$ cat src/rtl/apple1_char_sender_if.sv
// Apple-1 display port bundle: character source side plus
// the rd/da/rda_n handshake toward video_terminal.
interface apple1_char_sender_if #(
  parameter int FIFO_DEPTH = 8
);
  localparam int LW = $clog2(FIFO_DEPTH) + 1;

  logic          wr_en;
  logic [6:0]    wr_data;
  logic          full;
  logic          empty;
  logic [LW-1:0] level;
  logic [7:1]    rd;
  logic          da;
  logic          rda_n;
  logic          busy;
  logic          timeout_err;
  logic          err_clr;

  modport master (
    output wr_en,
    output wr_data,
    output rda_n,
    output err_clr,
    input  full,
    input  empty,
    input  level,
    input  rd,
    input  da,
    input  busy,
    input  timeout_err
  );

  modport slave (
    input  wr_en,
    input  wr_data,
    input  rda_n,
    input  err_clr,
    output full,
    output empty,
    output level,
    output rd,
    output da,
    output busy,
    output timeout_err
  );
endinterface

$ cat src/rtl/apple1_char_sender.sv
// Apple-1 display port transmitter: FIFO-buffered characters
// presented on rd with da, released on the terminal's rda_n ack.
module apple1_char_sender #(
  parameter int FIFO_DEPTH     = 8,
  parameter int SETUP_CYCLES   = 2,
  parameter int TIMEOUT_CYCLES = 1_000_000
) (
  input logic                 clk_in,
  input logic                 rst_n,
  apple1_char_sender_if.slave bus
);
  localparam int AW = $clog2(FIFO_DEPTH);
  localparam int LW = AW + 1;
  localparam int SW = (SETUP_CYCLES > 1) ? $clog2(SETUP_CYCLES) : 1;
  localparam int TW = $clog2(TIMEOUT_CYCLES + 1);

  localparam logic [LW-1:0] L_FULL = LW'(FIFO_DEPTH);
  localparam logic [SW-1:0] S_LAST = SW'(SETUP_CYCLES - 1);
  localparam logic [TW-1:0] T_LAST = TW'(TIMEOUT_CYCLES - 1);
  localparam logic [TW-1:0] T_MAX  = TW'(TIMEOUT_CYCLES);

  localparam logic [1:0] IDLE     = 2'd0;
  localparam logic [1:0] SETUP    = 2'd1;
  localparam logic [1:0] WAIT_ACK = 2'd2;
  localparam logic [1:0] WAIT_REL = 2'd3;

  logic [6:0]    mem [FIFO_DEPTH];
  logic [AW-1:0] wptr;
  logic [AW-1:0] rptr;
  logic [LW-1:0] count;
  logic          full;
  logic          empty;
  logic          push;
  logic          pop;

  logic          sync1;
  logic          rda_s;

  logic [1:0]    state;
  logic [SW-1:0] scnt;
  logic [TW-1:0] tcnt;
  logic [7:1]    rd;
  logic          da;
  logic          err;
  logic          err_set;

  assign full  = (count == L_FULL);
  assign empty = (count == '0);
  assign pop   = (state == IDLE) && !empty && rda_s;
  // a full FIFO still takes a push when the head leaves that cycle
  assign push  = bus.wr_en && (!full || pop);

  assign err_set = (state == WAIT_ACK) && rda_s
                && (tcnt == T_LAST);

  always_ff @(posedge clk_in or negedge rst_n) begin
    if (!rst_n) begin
      sync1 <= 1'b1;
      rda_s <= 1'b1;
    end else begin
      sync1 <= bus.rda_n;
      rda_s <= sync1;
    end
  end

  always_ff @(posedge clk_in) begin
    if (push) begin
      mem[wptr] <= bus.wr_data;
    end
  end

  always_ff @(posedge clk_in or negedge rst_n) begin
    if (!rst_n) begin
      wptr  <= '0;
      rptr  <= '0;
      count <= '0;
    end else begin
      if (push) begin
        wptr <= wptr + 1'b1;
      end
      if (pop) begin
        rptr <= rptr + 1'b1;
      end
      unique case ({push, pop})
        2'b10:   count <= count + 1'b1;
        2'b01:   count <= count - 1'b1;
        default: count <= count;
      endcase
    end
  end

  always_ff @(posedge clk_in or negedge rst_n) begin
    if (!rst_n) begin
      state <= IDLE;
      scnt  <= '0;
      tcnt  <= '0;
      rd    <= '0;
      da    <= 1'b0;
    end else begin
      case (state)
        IDLE: begin
          if (pop) begin
            rd    <= mem[rptr];
            scnt  <= '0;
            state <= SETUP;
          end
        end
        SETUP: begin
          if (scnt == S_LAST) begin
            tcnt  <= '0;
            da    <= 1'b1;
            state <= WAIT_ACK;
          end else begin
            scnt <= scnt + 1'b1;
          end
        end
        WAIT_ACK: begin
          if (!rda_s) begin
            da    <= 1'b0;
            state <= WAIT_REL;
          end else if (tcnt != T_MAX) begin
            tcnt <= tcnt + 1'b1;
          end
        end
        WAIT_REL: begin
          if (rda_s) begin
            state <= IDLE;
          end
        end
        default: begin
          da    <= 1'b0;
          state <= IDLE;
        end
      endcase
    end
  end

  // a fresh timeout beats a clear landing in the same cycle
  always_ff @(posedge clk_in or negedge rst_n) begin
    if (!rst_n) begin
      err <= 1'b0;
    end else if (err_set) begin
      err <= 1'b1;
    end else if (bus.err_clr) begin
      err <= 1'b0;
    end
  end

  assign bus.full        = full;
  assign bus.empty       = empty;
  assign bus.level       = count;
  assign bus.rd          = rd;
  assign bus.da          = da;
  assign bus.busy        = (state != IDLE);
  assign bus.timeout_err = err;
endmodule

$ cat src/flat_wrapper.sv
// flat-port wrapper written by rule: the top's interface ports become plain ports
module apple1_char_sender_flat 
#(
  parameter int FIFO_DEPTH     = 8,
  parameter int SETUP_CYCLES   = 2,
  parameter int TIMEOUT_CYCLES = 1_000_000
)
  (clk_in, rst_n, bus_wr_en, bus_wr_data, bus_rda_n, bus_err_clr, bus_full, bus_empty, bus_level, bus_rd, bus_da, bus_busy, bus_timeout_err);
  apple1_char_sender_if #(.FIFO_DEPTH(FIFO_DEPTH)) bus_i ();
  input logic clk_in;
  input logic rst_n;
  input wire logic [$bits(bus_i.wr_en)-1:0] bus_wr_en;
  input wire logic [$bits(bus_i.wr_data)-1:0] bus_wr_data;
  input wire logic [$bits(bus_i.rda_n)-1:0] bus_rda_n;
  input wire logic [$bits(bus_i.err_clr)-1:0] bus_err_clr;
  output wire logic [$bits(bus_i.full)-1:0] bus_full;
  output wire logic [$bits(bus_i.empty)-1:0] bus_empty;
  output wire logic [$bits(bus_i.level)-1:0] bus_level;
  output wire logic [$bits(bus_i.rd)-1:0] bus_rd;
  output wire logic [$bits(bus_i.da)-1:0] bus_da;
  output wire logic [$bits(bus_i.busy)-1:0] bus_busy;
  output wire logic [$bits(bus_i.timeout_err)-1:0] bus_timeout_err;
  assign bus_i.wr_en = bus_wr_en;
  assign bus_i.wr_data = bus_wr_data;
  assign bus_i.rda_n = bus_rda_n;
  assign bus_i.err_clr = bus_err_clr;
  assign bus_full = bus_i.full;
  assign bus_empty = bus_i.empty;
  assign bus_level = bus_i.level;
  assign bus_rd = bus_i.rd;
  assign bus_da = bus_i.da;
  assign bus_busy = bus_i.busy;
  assign bus_timeout_err = bus_i.timeout_err;
  apple1_char_sender #(.FIFO_DEPTH(FIFO_DEPTH), .SETUP_CYCLES(SETUP_CYCLES), .TIMEOUT_CYCLES(TIMEOUT_CYCLES)) u_core (.clk_in(clk_in), .rst_n(rst_n), .bus(bus_i));
endmodule
$ cat config.mk
export PLATFORM = sky130hd
export DESIGN_NAME = apple1_char_sender_flat
export DESIGN_NICKNAME = d
export VERILOG_FILES = /design/src/rtl/apple1_char_sender_if.sv /design/src/rtl/apple1_char_sender.sv /design/src/flat_wrapper.sv
export SDC_FILE = /design/constraint.sdc
export NUM_CORES = 1
export LEC_CHECK = 0
export CORE_ASPECT_RATIO = 0.7
export CORE_UTILIZATION = 53
export DETAILED_ROUTE_END_ITERATION = 12
export PLACE_DENSITY_LB_ADDON = 0.12
export SYNTH_ARGS = -nofsm -noshare
export SYNTH_HDL_FRONTEND = slang
export SYNTH_SLANG_ARGS = --single-unit
$ cat constraint.sdc
create_clock -name clk_in -period 2.2 [get_ports clk_in]
set_input_delay 0.33 -clock clk_in [delete_from_list [all_inputs] [get_ports clk_in]]
set_output_delay 0.33 -clock clk_in [all_outputs]
set_load 0.01 [all_outputs]
# Word-level counts from Yosys, hierarchy flattened
# Memory sizes are Yosys's and may differ from the RTL's. A register that Yosys moved wholly into a read port is not among the register bits.
# Index checks and enable logic that the tools add are counted.
[word_totals]
ff_bits = 37
mem_bits_rw = 56
output_inout_bits = 16
word_cells = 72
n_memories = 1
[mem_list]
columns = ["memory", "words", "width", "rd", "rd_ports_with_merged_regs", "write_ports", "line", "rtl"]
rows = [
  ["u_core.mem", 8, 7, 1, 1, 1, "apple1_char_sender.sv:27", "logic [6:0] mem [FIFO_DEPTH];"],
]
[classes]
n_addsub = 6
n_eq_ne = 14
n_mux = 20
reduce_logical = 21
[op_table]
columns = ["cell", "n"]
rows = [
  ["$mux 20", 3],
  ["$pmux 20 s2", 1],
  ["$add 20x1->20 const B", 1],
  ["$eq 20x20->1 const B", 1],
  ["$ne 20x20->1 const B", 1],
  ["$reduce_bool 2->1", 5],
  ["$mux 1", 8],
  ["$mux 2", 4],
  ["$ne 2x1->1 const B", 4],
  ["$pmux 2 s4", 1],
  ["$pmux 4 s2", 1],
  ["$reduce_and 4->1", 2],
  ["$add 3x1->3 const B", 2],
  ["$eq 2x2->1 const B", 3],
  ["$logic_and 1x1->1", 5],
  ["$add 4x1->4 const B", 1],
  ["$eq 2x1->1 const B", 2],
  ["$eq 4x4->1 const B", 1],
  ["$logic_not 4->1", 1],
  ["$ne 2x2->1 const B", 2],
  ["$pmux 1 s2", 2],
  ["$reduce_and 2->1", 2],
  ["$sub 4x1->4 const B", 1],
  ["$logic_not 1->1", 3],
  ["other kinds (4)", 4],
]

# Longest topological paths before layout
# Gate-level depths: netlist (run 1).
[logic_depth]
ltp_word = 8
ltp_mapped = 11
mapped_depth_nobuf = 11

# Worst setup path before layout (run 1)
# OpenSTA, ideal clock, no wires.
[synth_timing]
path_kind = "register -> register"
startpoint = "register u_core.state[0]"
endpoint = "memory u_core.mem[0][0] (enable)"
arrival_ns = 1.854
required_ns = 1.820
setup_slack_ns = -0.035
path_stages_with_launch = 7
path_buffers = 0
cell_sequence = "dfrtp_1 -> inv_1 -> ha_1 -> nand2_1 -> a21boi_0 -> nand2b_1 -> nor3_1"
[synth_via]
elab_chain_len = 7
[synth_lines]
columns = ["item", "line", "rtl"]
rows = [
  ["start: declaration", "apple1_char_sender.sv:39", "logic [1:0] state;"],
  ["start signal: assignment", "apple1_char_sender.sv:94", "state <= IDLE;"],
  ["start signal: assignment", "apple1_char_sender.sv:105", "state <= SETUP;"],
  ["start signal: assignment", "apple1_char_sender.sv:112", "state <= WAIT_ACK;"],
  ["$logic_not 2->1", "apple1_char_sender.sv:49", "assign pop = (state == IDLE) && !empty && rda_s;"],
  ["$logic_and 1x1->1 (2 in series)", "apple1_char_sender.sv:49", ""],
  ["$logic_or 1x1->1", "apple1_char_sender.sv:51", "assign push = bus.wr_en && (!full || pop);"],
  ["$logic_and 1x1->1", "apple1_char_sender.sv:51", ""],
  ["$mux 1", "apple1_char_sender.sv:67", "if (push) begin"],
  ["$mux 1 (implied by the code)", "apple1_char_sender.sv:68", "mem[wptr] <= bus.wr_data;"],
  ["end: declaration", "apple1_char_sender.sv:27", ""],
]
# Every way passes these cells.

# Worst setup path after layout (run 1)
[layout_timing]
startpoint = "register u_core.state[1]"
endpoint = "register u_core.count[3], in the netlist u_core.bus.level[3]"
[layout_via]
elab_chain_len = 7
word_cells_on_any_way = 9
cone_classes = "eq/ne: 2; mux: 1; reduce/logical: 6"
[layout_lines]
columns = ["item", "line", "rtl"]
rows = [
  ["$logic_not 2->1 (*)", "apple1_char_sender.sv:49", ""],
  ["$logic_and 1x1->1 (*) (2 in series)", "apple1_char_sender.sv:49", ""],
  ["$logic_or 1x1->1", "apple1_char_sender.sv:51", ""],
  ["$logic_and 1x1->1", "apple1_char_sender.sv:51", ""],
  ["$eq 2x1->1 or $eq 2x2->1 (tied branches)", "apple1_char_sender.sv:84", "unique case ({push, pop})"],
  ["$pmux 4 s2 or $reduce_bool 2->1 (tied branches)", "--", ""],
  ["end signal: assignment", "apple1_char_sender.sv:85", "2'b10: count <= count + 1'b1;"],
  ["end signal: assignment", "apple1_char_sender.sv:86", "2'b01: count <= count - 1'b1;"],
  ["end signal: assignment", "apple1_char_sender.sv:87", "default: count <= count;"],
  ["end: declaration", "apple1_char_sender.sv:30", "logic [LW-1:0] count;"],
]
# Mark *: on every way between the ends. The rest lies on a longest branch, timed or not.
# A chain may end at the register's enable or synchronous reset.

==> results of run 1 <==
==> state kept, by name, summed over array words and instances, names as in the netlist <==
register                cells
u_core.rda_s                1
u_core.bus.level            4
u_core.rptr                 3
u_core.wptr                 3
u_core.mem                 56
u_core.bus.rd               7
u_core.tcnt                20
u_core.sync1                1
u_core.scnt                 1
u_core.bus.da               1
u_core.bus.timeout_err      1
u_core.state                2
==> placed cells by master (no fill, tap or decap), drive strengths merged, types with 7 or more instances in the layout <==
cell	synthesis	layout
a21oi	10	10
and3	7	7
buf	9	29
clkbuf	2	11
clkdlybuf4s50	0	24
dfrtp	42	42
edfxtp	56	56
ha	10	10
inv	14	15
mux2i	9	9
mux4	14	14
nand2	40	40
nand2b	8	8
nand3	15	15
nor2	12	12
nor3	7	7
o21ai	19	19
==> layout make-up <==
type	instances	area, µm²	share of cell area (%)
Inverter	14	52.6	0.961
Sequential cell	100	2790	51.0
Timing Repair Buffer	56	499	9.13
Tap cell	101	126	2.31
Clock buffer	11	253	4.62
Clock inverter	5	57.6	1.05
Multi-Input combinational cell	215	1690	31.0
==> power groups by stage <==
| stage | Sequential [mW] | Clock (mW) | Combinational [mW] |
|---|---|---|---|
| 2_1_floorplan | 2.62 | 0 | 1.47 |
| 3_3_place_gp | 2.62 | 0 | 2.29 |
| 3_5_place_dp | 2.64 | 0 | 2.34 |
| 4_1_cts | 2.61 | 1.65 | 2.37 |
| 5_1_grt | 2.65 | 1.72 | 2.65 |
| 6_report | 2.61 | 1.62 | 2.40 |
==> how the worst max path moves through the flow <==
stage | startpoint | endpoint | slack (ns) | cells after the start
final | u_core.state[1] | u_core.bus.level[3] | 0.12 | 11
after global routing | u_core.state[1] | u_core.bus.level[3] | -0.002 | 11
after CTS | u_core.bus.level[0] | bus_empty | 0.001 | 3
after detailed placement | bus_wr_en | u_core.bus.level[3] | -0.06 | 9
after global placement | bus_wr_en | u_core.bus.level[3] | -0.03 | 9
after floorplan | u_core.state[0] | u_core.mem[1][0] | 0.005 | 6
==> critical path: stages (launching register included) <==
cell and delay [ns]:
sky130_fd_sc_hd__dfrtp_1 0.39, sky130_fd_sc_hd__inv_2 0.10, sky130_fd_sc_hd__ha_4 0.16, sky130_fd_sc_hd__nand2_4 0.07, sky130_fd_sc_hd__or3_4 0.34, sky130_fd_sc_hd__inv_2 0.07
sky130_fd_sc_hd__ha_1 0.22, sky130_fd_sc_hd__a21o_1 0.19, sky130_fd_sc_hd__a21oi_2 0.13, sky130_fd_sc_hd__nor3_1 0.06, sky130_fd_sc_hd__a21oi_1 0.16, sky130_fd_sc_hd__xnor2_1 0.13
==> stage by stage <==
step           setup slack (ns)  hold slack [ns]
2_1_floorplan           0.00468           0.0344
4_1_cts                 0.00123            0.358
5_1_grt                -0.00246            0.365
3_5_place_dp            -0.0611            0.347
3_3_place_gp            -0.0313            0.342
6_report                  0.122            0.356
==> what timing repair did <==
action / CTS / global route
pin swaps: 0 / 3
setup buffers: 0 / 1
endpoints found under the hold margin: 21 / 0
hold buffers: 1 / 0
gates resized for setup: 5 / 7
setup endpoints to repair: 3 / 10
==> cells in the mapped netlist (3+ instances only) <==
cell / instances
sky130_fd_sc_hd__and3_1: 5
sky130_fd_sc_hd__o21ai_0: 15
sky130_fd_sc_hd__dfrtp_1: 42
sky130_fd_sc_hd__buf_2: 3
sky130_fd_sc_hd__inv_1: 14
sky130_fd_sc_hd__xnor2_1: 5
sky130_fd_sc_hd__nor2_1: 12
sky130_fd_sc_hd__nand3_1: 15
sky130_fd_sc_hd__o21ai_1: 3
sky130_fd_sc_hd__nand4_1: 4
sky130_fd_sc_hd__mux2i_1: 9
sky130_fd_sc_hd__nand2_1: 40
sky130_fd_sc_hd__ha_1: 10
sky130_fd_sc_hd__a31oi_1: 6
sky130_fd_sc_hd__mux4_2: 14
sky130_fd_sc_hd__nor3_1: 5
sky130_fd_sc_hd__or3_1: 5
sky130_fd_sc_hd__nor4_1: 3
sky130_fd_sc_hd__xor2_1: 5
sky130_fd_sc_hd__a21oi_1: 10
sky130_fd_sc_hd__buf_6: 3
sky130_fd_sc_hd__o211ai_1: 6
sky130_fd_sc_hd__nand2b_1: 8
sky130_fd_sc_hd__edfxtp_1: 56
==> kinds of logic after synthesis <==
family          after synthesis  share of synthesized area (%)
buf+inv                      25                           2.79
mux                          23                           8.87
flops                       100                           61.0
compound gates               57                           8.27
fa+ha+maj                    11                           3.18
simple gates                114                           14.0
xor+xnor                     10                           1.92
==> routing by layer <==
| metal | global-route usage [%] | part of all wire, % |
|---|---|---|
| met1 | 35.8 | 49 |
| met2 | 34.2 | 45 |
| met3 | 4.86 | 5.3 |
| met4 | 6.71 | 0.65 |
| met5 | 0 | 0 |
==> key figures, run 1 <==
Yosys
  – Area leader, netlist: sky130_fd_sc_hd__edfxtp_1
  – Yosys synthesis warning count: 0
  – Predominant post-synthesis flop cell: sky130_fd_sc_hd__edfxtp_1
  – Area fraction of the dominant cell type after synthesis: a little under two fifths
  – Count of unique library cells instantiated by Yosys: 58
  – Top area cells in the synthesized netlist: sky130_fd_sc_hd__edfxtp_1, sky130_fd_sc_hd__dfrtp_1, sky130_fd_sc_hd__mux4_2
  – Count of state elements after synthesis: 100
  – Number of enable-type register cells in the synthesized netlist: 56
  – Avg Synthesized Cell Area: 13.4 µm²
  – Async set or reset register ratio after synthesis: 44.0%
  – Net count of the mapped netlist: between 300 and 400
  – Mapped Area: 0.00457 mm²
  – Post-synthesis cell count: 340
  – Portion of the post-synthesis area used by sequential elements: between 60% and 70%

Timing
  – Actual slew at the worst max-slew pin: 0.548 ns
  – Total count of max-transition violations in the final report: 0
  – Total of endpoints with negative setup slack in the final report: 0
  – Hold Vio Cnt, Final: 0
  – Final Critical Period: 2.08 ns
  – Setup TNS: 0 ns
  – Worst Clk Skew: about 0.0084 ns
  – Tightest slew margin relative to the limit: 63.4%
  – Top achievable clock speed: 0.481 GHz
  – Share of the clock period used by the worst path after layout: 94.5%

Setup path
  – Arrival time of data at the critical path endpoint: 2.34 ns
  – Worst setup path class: reg2reg
  – Worst reg-to-reg setup slack: 0.12 ns
  – Reg2reg start: u_core.state[1]
  – Kind of launch point of the worst setup path: register
  – Data required time of the critical path: 2.46 ns
  – Capturing element type of the critical path: register
  – Max FO, Critical Path: 5
  – Register-to-Register Path Depth: 11
  – Endpoint of the lowest-slack register-to-register path: u_core.bus.level[3]

GRT
  – Maximum number of pins on one net before global-route repair: 24
  – First-pass GRT wire length: 15600 µm
  – Remaining global-route overflow: 0
  – Initial antenna violation count: 0
  – Total track usage: about a quarter
  – Number of global-route vias before repair: 2917

Place
  – Gp weighted congestion: approximately 0.8
  – HPWL Detailed: 6520 µm
  – Number of placed instances with taps included: 484
  – Area after detailed placement: 0.00511 mm²
  – Number of buffers inserted by port buffering: 27

Routing
  – Detailed-routing iteration count for the pre-antenna-repair pass: 4
  – Routed wire length: 9320 µm
  – Wire length per cell: 18.6 µm
  – Count of routing violations after the opening detailed-route iteration: 183
  – Antenna violation net count after detailed routing: 0
  – Average via count per standard cell: about 5.9
  – Vias: 2953
  – Detailed-route DRC error count: 0

Pwr
  – Leakage component of the power: 2.13 nW
  – Clk pwr share: around 25%
  – Internal Power: 4.44 mW
  – Power density over the cells: roughly 1200 mW/mm²
  – Portion of total power attributed to sequential cells: between 30% and 40%
  – Switching fraction of total power: 33.0%
  – Largest vdd supply drop: between 0.6 and 0.7 mV
  – Total power: around 6.6 mW
  – Net switching power of the design: 2.19 mW
  – Comb pwr share: 36.2%

Clock network
  – Clock transition at the registers of the reported paths: 0.06 ns
  – Insertion delay to the later sink of the worst-skew pair: roughly 0.34 ns
  – Root Buffer Master: sky130_fd_sc_hd__clkbuf_16
  – CTS buffer count: 9
  – CTS HTree Levels: 3
  – Deepest clock path buffer count: 2
  – Clock tree from TritonCTS: built
  – Clock Sinks: 100

Run
  – # Max-Cap Violations: 0

Floorplanning
  – Number of ports placed on the die boundary: 28
  – Floorplan die area: 0.00900 mm²
  – Num rows: 27
  – Starting density of the core: 56.4%
  – Horiz. Die Dim: 113 µm
  – Die boundary height: 79.7 µm
  – Core footprint: 0.00811 mm²

Min path
  – Hold path depth: 0
  – Path category of the worst min-delay check: reg2reg
  – Start point of the worst min-delay path: u_core.sync1
  – Capture endpoint of the worst hold path: u_core.rda_s

Cells and area
  – Total inserted antenna cells: 0
  – Area growth from synthesis to final layout: 19.7%
  – NumNets Final: 419
  – Proportion of layout cells with a drive suffix above 1: 21.4%
  – Post-route non-filler standard cell count: 502
  – Final core area utilization: 67.5%
  – Filler cell count in the final layout: 588
  – Post-route cell area: 0.00547 mm²

Run status
  – Run status: complete, no violations
Power figures use the tool's default switching activity.
==> inputs of run 2 (changes only) <==
Settings changed: SETUP_SLACK_MARGIN set to 0.2.
==> run 2 against run 1 <==
Cell area rose by 2.6%; die area did not move; fmax fell by 0.66%; worst setup slack got worse by 0.014 ns; critical path type unchanged; sequential share of layout area fell by 1.3 points; clock skew rose by 0.00083 ns; sequential power barely moved; clock power rose by 5%.
==> key figures, run 2 (synthesized netlist as in run 1, its figures left out) <==
Clock network
  – CTS buffer count: 9
  – Clock tree from TritonCTS: built
  – Root Buffer Master: sky130_fd_sc_hd__clkbuf_16
  – CTS HTree Levels: 3
  – Clock Sinks: 100
  – Insertion delay to the later sink of the worst-skew pair: 0.34 ns
  – Clock transition at the registers of the reported paths: 0.07 ns
  – Deepest clock path buffer count: 2

Timing
  – Hold Vio Cnt, Final: 0
  – Share of the clock period used by the worst path after layout: 95.1%
  – Total count of max-transition violations in the final report: 0
  – Total of endpoints with negative setup slack in the final report: 0
  – Setup TNS: 0 ns
  – RSZ-0062 raised after global routing: true
  – Tightest slew margin relative to the limit: between 60% and 70%
  – Final Critical Period: 2.09 ns
  – Final-layout worst hold slack: 0.358 ns
  – Worst Clk Skew: 0.00919 ns
  – Actual slew at the worst max-slew pin: around 0.53 ns
  – Top achievable clock speed: 0.478 GHz

Floorplanning
  – Core footprint: 0.00811 mm²
  – Die boundary height: 79.7 µm
  – Starting density of the core: 56.4%
  – Num rows: 27
  – Floorplan die area: 0.00900 mm²
  – Horiz. Die Dim: 113 µm
  – Number of ports placed on the die boundary: 28

Pwr
  – Comb pwr share: 38.1%
  – Switching fraction of total power: 33.0%
  – Internal Power: 4.70 mW
  – Portion of total power attributed to sequential cells: 37.6%
  – Power density over the cells: about 1200 mW/mm²
  – Net switching power of the design: 2.31 mW
  – Total power: 7.01 mW
  – Leakage component of the power: 2.15 nW
  – Clk pwr share: 24.3%
  – Largest vdd supply drop: ~0.72 mV

Setup path
  – Data required time of the critical path: 2.46 ns
  – Most common cell type on the critical path: sky130_fd_sc_hd__ha_4
  – Max FO, Critical Path: 3
  – Worst setup path class: reg2reg
  – Capturing element type of the critical path: register
  – Ordered list of cells on the worst path: inv_2, ha_4, nand2_2, or3_4, inv_4, ha_4, a21o_1, a21oi_2, nor3_1, a21oi_1, xnor2_1
  – Max stage delay cell, worst path: sky130_fd_sc_hd__dfrtp_1
  – Kind of launch point of the worst setup path: register
  – Highest cell delay on the worst timing path: 0.40 ns
  – Register-to-Register Path Depth: 11
  – Arrival time of data at the critical path endpoint: 2.35 ns

Run status
  – Run status: complete, no violations

Place
  – HPWL Detailed: 6540 µm
  – Gp weighted congestion: 0.823
  – Area after detailed placement: 0.00510 mm²
  – Number of buffers inserted by port buffering: 27
  – Number of placed instances with taps included: 477

Cells and area
  – Largest registers in the final layout: u_core.mem: 56 flops, u_core.tcnt: 20 flops, u_core.bus.rd: 7 flops
  – Filler cell count in the final layout: 565
  – Post-route non-filler standard cell count: 508
  – Most frequent cells in the layout: sky130_fd_sc_hd__edfxtp_1, sky130_fd_sc_hd__nand2_1, sky130_fd_sc_hd__dfrtp_1
  – NumNets Final: 425
  – Total inserted antenna cells: 0
  – Most common cell after layout, fill and taps aside: sky130_fd_sc_hd__edfxtp_1
  – Proportion of layout cells with a drive suffix above 1: 24.6%
  – Register containing the most flip-flops in the final layout: u_core.mem
  – Number of flip-flops under the largest register name: 56
  – Area growth from synthesis to final layout: 22.8%
  – Post-route cell area: about 0.0056 mm²

Routing
  – Detailed-route DRC error count: 0
  – Count of routing violations after the opening detailed-route iteration: around 250
  – Vias: 2973
  – Routed wire length: approximately 9600 µm
  – Wire length per cell: approximately 19 µm
  – Antenna violation net count after detailed routing: 0
  – Average via count per standard cell: 5.85
  – Detailed-routing iteration count for the pre-antenna-repair pass: 4

GRT
  – First-pass GRT wire length: ~16000 µm
  – Number of global-route vias before repair: between 2000 and 3000
  – Remaining global-route overflow: 0
  – Total track usage: 23.8%
  – Initial antenna violation count: 0
  – Maximum number of pins on one net before global-route repair: 32

Min path
  – Path category of the worst min-delay check: reg2reg
  – Hold path depth: 0

Run
  – # Max-Cap Violations: 0
-- run 2: area by class of cell --
class | count | area, µm² | area share [%]
timing repair buffer | 61 | 548 | 9.77
tap | 101 | 126 | 2.25
clock inverter | 5 | 83.8 | 1.49
inverter | 14 | 55.1 | 0.981
multi-input combinational | 216 | 1760 | 31.5
clock buffer | 11 | 243 | 4.33
sequential | 100 | 2790 | 49.7
-- run 2: metal layers --
metal / vias to the layer above / track usage [%] / share of wire (%)
met4: 0 / 7.11 / 1.1
met2: 62 / 36.0 / 45
li1: 1420 / - / -
met1: 1482 / 34.2 / 50
met3: 9 / 5.92 / 4.5
met5: - / 0 / 0
-- run 2: worst paths after layout --
path / start / to / slack, ns
worst min-delay path: u_core.sync1 / u_core.rda_s / 0.36
worst min register to register: u_core.sync1 / u_core.rda_s / 0.36
min in group asynchronous: rst_n / u_core.tcnt[8] / 0.44
worst max register to register: u_core.state[0] / u_core.bus.level[3] / 0.11
max in group asynchronous: rst_n / u_core.rda_s / 1.19
worst max-delay path: u_core.state[0] / u_core.bus.level[3] / 0.11
-- run 2: worst max-delay path, delay by kind of cell (launching register included) --
kind | cells | cell delay (ns)
flops | 1 | 0.40
compound gates | 3 | 0.47
xor+xnor | 1 | 0.14
buf+inv | 2 | 0.18
fa+ha+maj | 2 | 0.33
simple gates | 3 | 0.50
-- run 2: metrics by stage --
step / worst slack, ns / util, %
6_report: 0.108 / 69.2
5_1_grt: 0.0320 / 69.2
3_3_place_gp: 0.0448 / 62.9
2_1_floorplan: 0.201 / -
4_1_cts: 0.124 / 68.0
3_5_place_dp: -0.0487 / 62.9
-- run 2: power by group through the flow --
stage / combinational, mW / sequential (mW) / clock [mW]
6_report: 2.67 / 2.64 / 1.70
3_3_place_gp: 2.28 / 2.65 / 0
3_5_place_dp: 2.36 / 2.66 / 0
2_1_floorplan: 1.52 / 2.64 / 0
4_1_cts: 2.49 / 2.63 / 1.73
5_1_grt: 2.91 / 2.67 / 1.81
-- run 2: what timing repair did --
item                                    4_1_cts  5_1_grt
gates cloned                                  0        1
hold buffers                                  1        0
buffers inserted                              9        4
pin swaps                                     3        0
hold endpoints to repair                     13        0
gates resized for setup                       7        9
endpoints found under the setup margin       63       11
==> inputs of run 3 (changes only) <==
Settings changed: CORE_ASPECT_RATIO 0.7 to unset, HOLD_SLACK_MARGIN set to 0.06.
==> run 3 against run 2 <==
Via count decreased by 2.0%; hold slack improved by 0.0081 ns; critical path depth unchanged; die area about the same; non-clock buffer count increased by 2; clock power decreased by 35%; cell area decreased by 2.3%; register-to-register slack about the same; wire length decreased by 7.8%; first-iteration DRC count decreased by 41%; largest cell class unchanged.
==> key figures, run 3 (synthesized netlist as in run 1, its figures left out) <==
Run status
  – Run status: complete, no violations

Place
  – Number of buffers inserted by port buffering: 27
  – Area after detailed placement: 0.00511 mm²
  – HPWL Detailed: 5900 µm
  – Gp weighted congestion: 0.822
  – Number of placed instances with taps included: 483

Pwr
  – Power density over the cells: 1160 mW/mm²
  – Net switching power of the design: 2.26 mW
  – Switching fraction of total power: a little over a third
  – Portion of total power attributed to sequential cells: about 41%
  – Leakage component of the power: between 2 and 2.5 nW
  – Clk pwr share: 17.4%
  – Internal Power: 4.11 mW
  – Comb pwr share: 41.2%
  – Largest vdd supply drop: ~0.55 mV

Timing
  – Final-layout worst hold slack: 0.366 ns
  – Worst Clk Skew: 0.0119 ns
  – Final Critical Period: 2.09 ns
  – Share of the clock period used by the worst path after layout: 94.8%
  – Hold Vio Cnt, Final: 0
  – Total of endpoints with negative setup slack in the final report: 0
  – RSZ-0062 raised after global routing: true
  – Actual slew at the worst max-slew pin: 0.502 ns
  – Top achievable clock speed: 0.480 GHz
  – Setup TNS: 0 ns
  – Tightest slew margin relative to the limit: 66.5%
  – Total count of max-transition violations in the final report: 0

Cells and area
  – Post-route non-filler standard cell count: approximately 510
  – Number of flip-flops under the largest register name: between 50 and 60
  – Post-route cell area: 0.00548 mm²
  – Most common cell after layout, fill and taps aside: sky130_fd_sc_hd__edfxtp_1
  – Register containing the most flip-flops in the final layout: u_core.mem
  – Largest registers in the final layout: u_core.mem: 56 flops, u_core.tcnt: 20 flops, u_core.bus.rd: 7 flops
  – Area growth from synthesis to final layout: 20.0%
  – Proportion of layout cells with a drive suffix above 1: about a quarter
  – Total inserted antenna cells: 0
  – Filler cell count in the final layout: between 500 and 600
  – Sequential standard cell area: ~0.0028 mm²
  – Multi-input logic area: 0.00177 mm²
  – NumNets Final: 426
  – Most frequent cells in the layout: sky130_fd_sc_hd__edfxtp_1, sky130_fd_sc_hd__nand2_1, sky130_fd_sc_hd__dfrtp_1

Floorplanning
  – Number of ports placed on the die boundary: 28
  – Starting density of the core: 55.1%
  – Core footprint: 0.00830 mm²
  – Num rows: 33
  – Floorplan die area: 0.00900 mm²
  – Horiz. Die Dim: 94.9 µm
  – Die boundary height: 94.9 µm

Setup path
  – Reg2reg start: u_core.state[1]
  – Capturing element type of the critical path: register
  – Combined buffer and inverter count along the critical path: 2
  – Worst setup path class: reg2reg
  – Arrival time of data at the critical path endpoint: 2.36 ns
  – Endpoint of the lowest-slack register-to-register path: u_core.bus.level[3]
  – Data required time of the critical path: 2.48 ns
  – Highest cell delay on the worst timing path: 0.41 ns
  – Worst reg-to-reg setup slack: ~0.11 ns
  – Most common cell type on the critical path: sky130_fd_sc_hd__ha_4
  – Register-to-Register Path Depth: 11
  – Ordered list of cells on the worst path: inv_2, ha_4, nand2_4, or3_4, inv_4, ha_4, a21o_1, a21oi_2, nor3_1, a21oi_1, xnor2_1
  – Largest delay contributor family on the critical path: compound AO/OA/AOI/OAI gates
  – Max FO, Critical Path: 3
  – Kind of launch point of the worst setup path: register
  – Max stage delay cell, worst path: sky130_fd_sc_hd__dfrtp_1

Routing
  – Average via count per standard cell: ~5.7
  – Vias: about 3000
  – Detailed-route DRC error count: 0
  – Wire length per cell: 17.2 µm
  – Antenna violation net count after detailed routing: 0
  – Detailed-routing iteration count for the pre-antenna-repair pass: 4
  – Count of routing violations after the opening detailed-route iteration: 146
  – Routed wire length: 8830 µm

Min path
  – Path category of the worst min-delay check: reg2reg
  – Capture endpoint of the worst hold path: u_core.rda_s
  – Start point of the worst min-delay path: u_core.sync1
  – Hold path depth: 0

Clock network
  – Clock transition at the registers of the reported paths: 0.10 ns
  – Clock tree from TritonCTS: built
  – Insertion delay to the later sink of the worst-skew pair: around 0.36 ns
  – Clock Sinks: 100
  – CTS HTree Levels: 3
  – Root Buffer Master: sky130_fd_sc_hd__clkbuf_8
  – CTS buffer count: 9
  – Deepest clock path buffer count: 2

GRT
  – First-pass GRT wire length: 14300 µm
  – Maximum number of pins on one net before global-route repair: 30
  – Total track usage: 21.3%
  – Initial antenna violation count: 0
  – Remaining global-route overflow: 0
  – Number of global-route vias before repair: 2890

Run
  – # Max-Cap Violations: 0
run 3: changes by cell type in the layout (fill, tap and decap cells not counted), moves of 2 or more:
cell                         delta
sky130_fd_sc_hd__buf_6          +3
sky130_fd_sc_hd__clkinvlp_4     -2
sky130_fd_sc_hd__inv_8          +2
sky130_fd_sc_hd__bufinv_16      -2
sky130_fd_sc_hd__clkbuf_8       +8
sky130_fd_sc_hd__buf_12         -2
sky130_fd_sc_hd__clkbuf_16      -9
sky130_fd_sc_hd__inv_6          +3
run 3: cell type report:
class,instances,share of cell area (%)
inverters,14,1.00
repair buffers,63,10.1
multi-input cells,215,32.2
flip-flops and latches,100,50.9
clock inverters,6,1.05
well taps,105,2.40
clock buffers,10,2.33
run 3: stage by stage:
stage          util, %  setup WS, ns  total power [mW]
4_1_cts           64.9        0.0463              6.25
3_5_place_dp      61.5       0.00904              5.02
6_report          66.1         0.115              6.38
5_1_grt           66.1        0.0232              6.78
3_3_place_gp      61.5        0.0608              4.96
2_1_floorplan        -         0.201              4.16
run 3: routing by layer:
| metal | wire (µm) | GRT usage (%) |
|---|---|---|
| met1 | 3900 | 26.5 |
| met2 | 4570 | 37.2 |
| met3 | 274 | 5.23 |
| met4 | 87 | 5.30 |
| met5 | 0 | 0 |
run 3: how the worst max path moves through the flow:
stage	from	end	slack [ns]	cells after the start
after global routing	u_core.state[1]	u_core.bus.level[3]	0.02	11
after global placement	bus_wr_en	u_core.bus.level[3]	0.06	9
final	u_core.state[1]	u_core.bus.level[3]	0.11	11
after detailed placement	bus_wr_en	u_core.bus.level[3]	0.009	9
after CTS	u_core.bus.level[1]	bus_full	0.05	2
after floorplan	u_core.state[1]	u_core.bus.level[3]	0.20	11
run 3: timing repair:
item / in CTS / in global routing
buffers inserted: 9 / 4
pin swaps: 8 / 7
hold buffers: 1 / 0
hold endpoints to repair: 14 / 0
gates resized for setup: 4 / 18
endpoints found under the setup margin: 3 / 62
run 3: power groups by stage:
stage	Sequential, mW	Clock [mW]	Combinational (mW)
floorplan	2.64	0	1.52
global placement	2.65	0	2.31
detailed placement	2.66	0	2.36
CTS	2.62	1.15	2.48
global route	2.68	1.22	2.88
finish	2.64	1.11	2.63
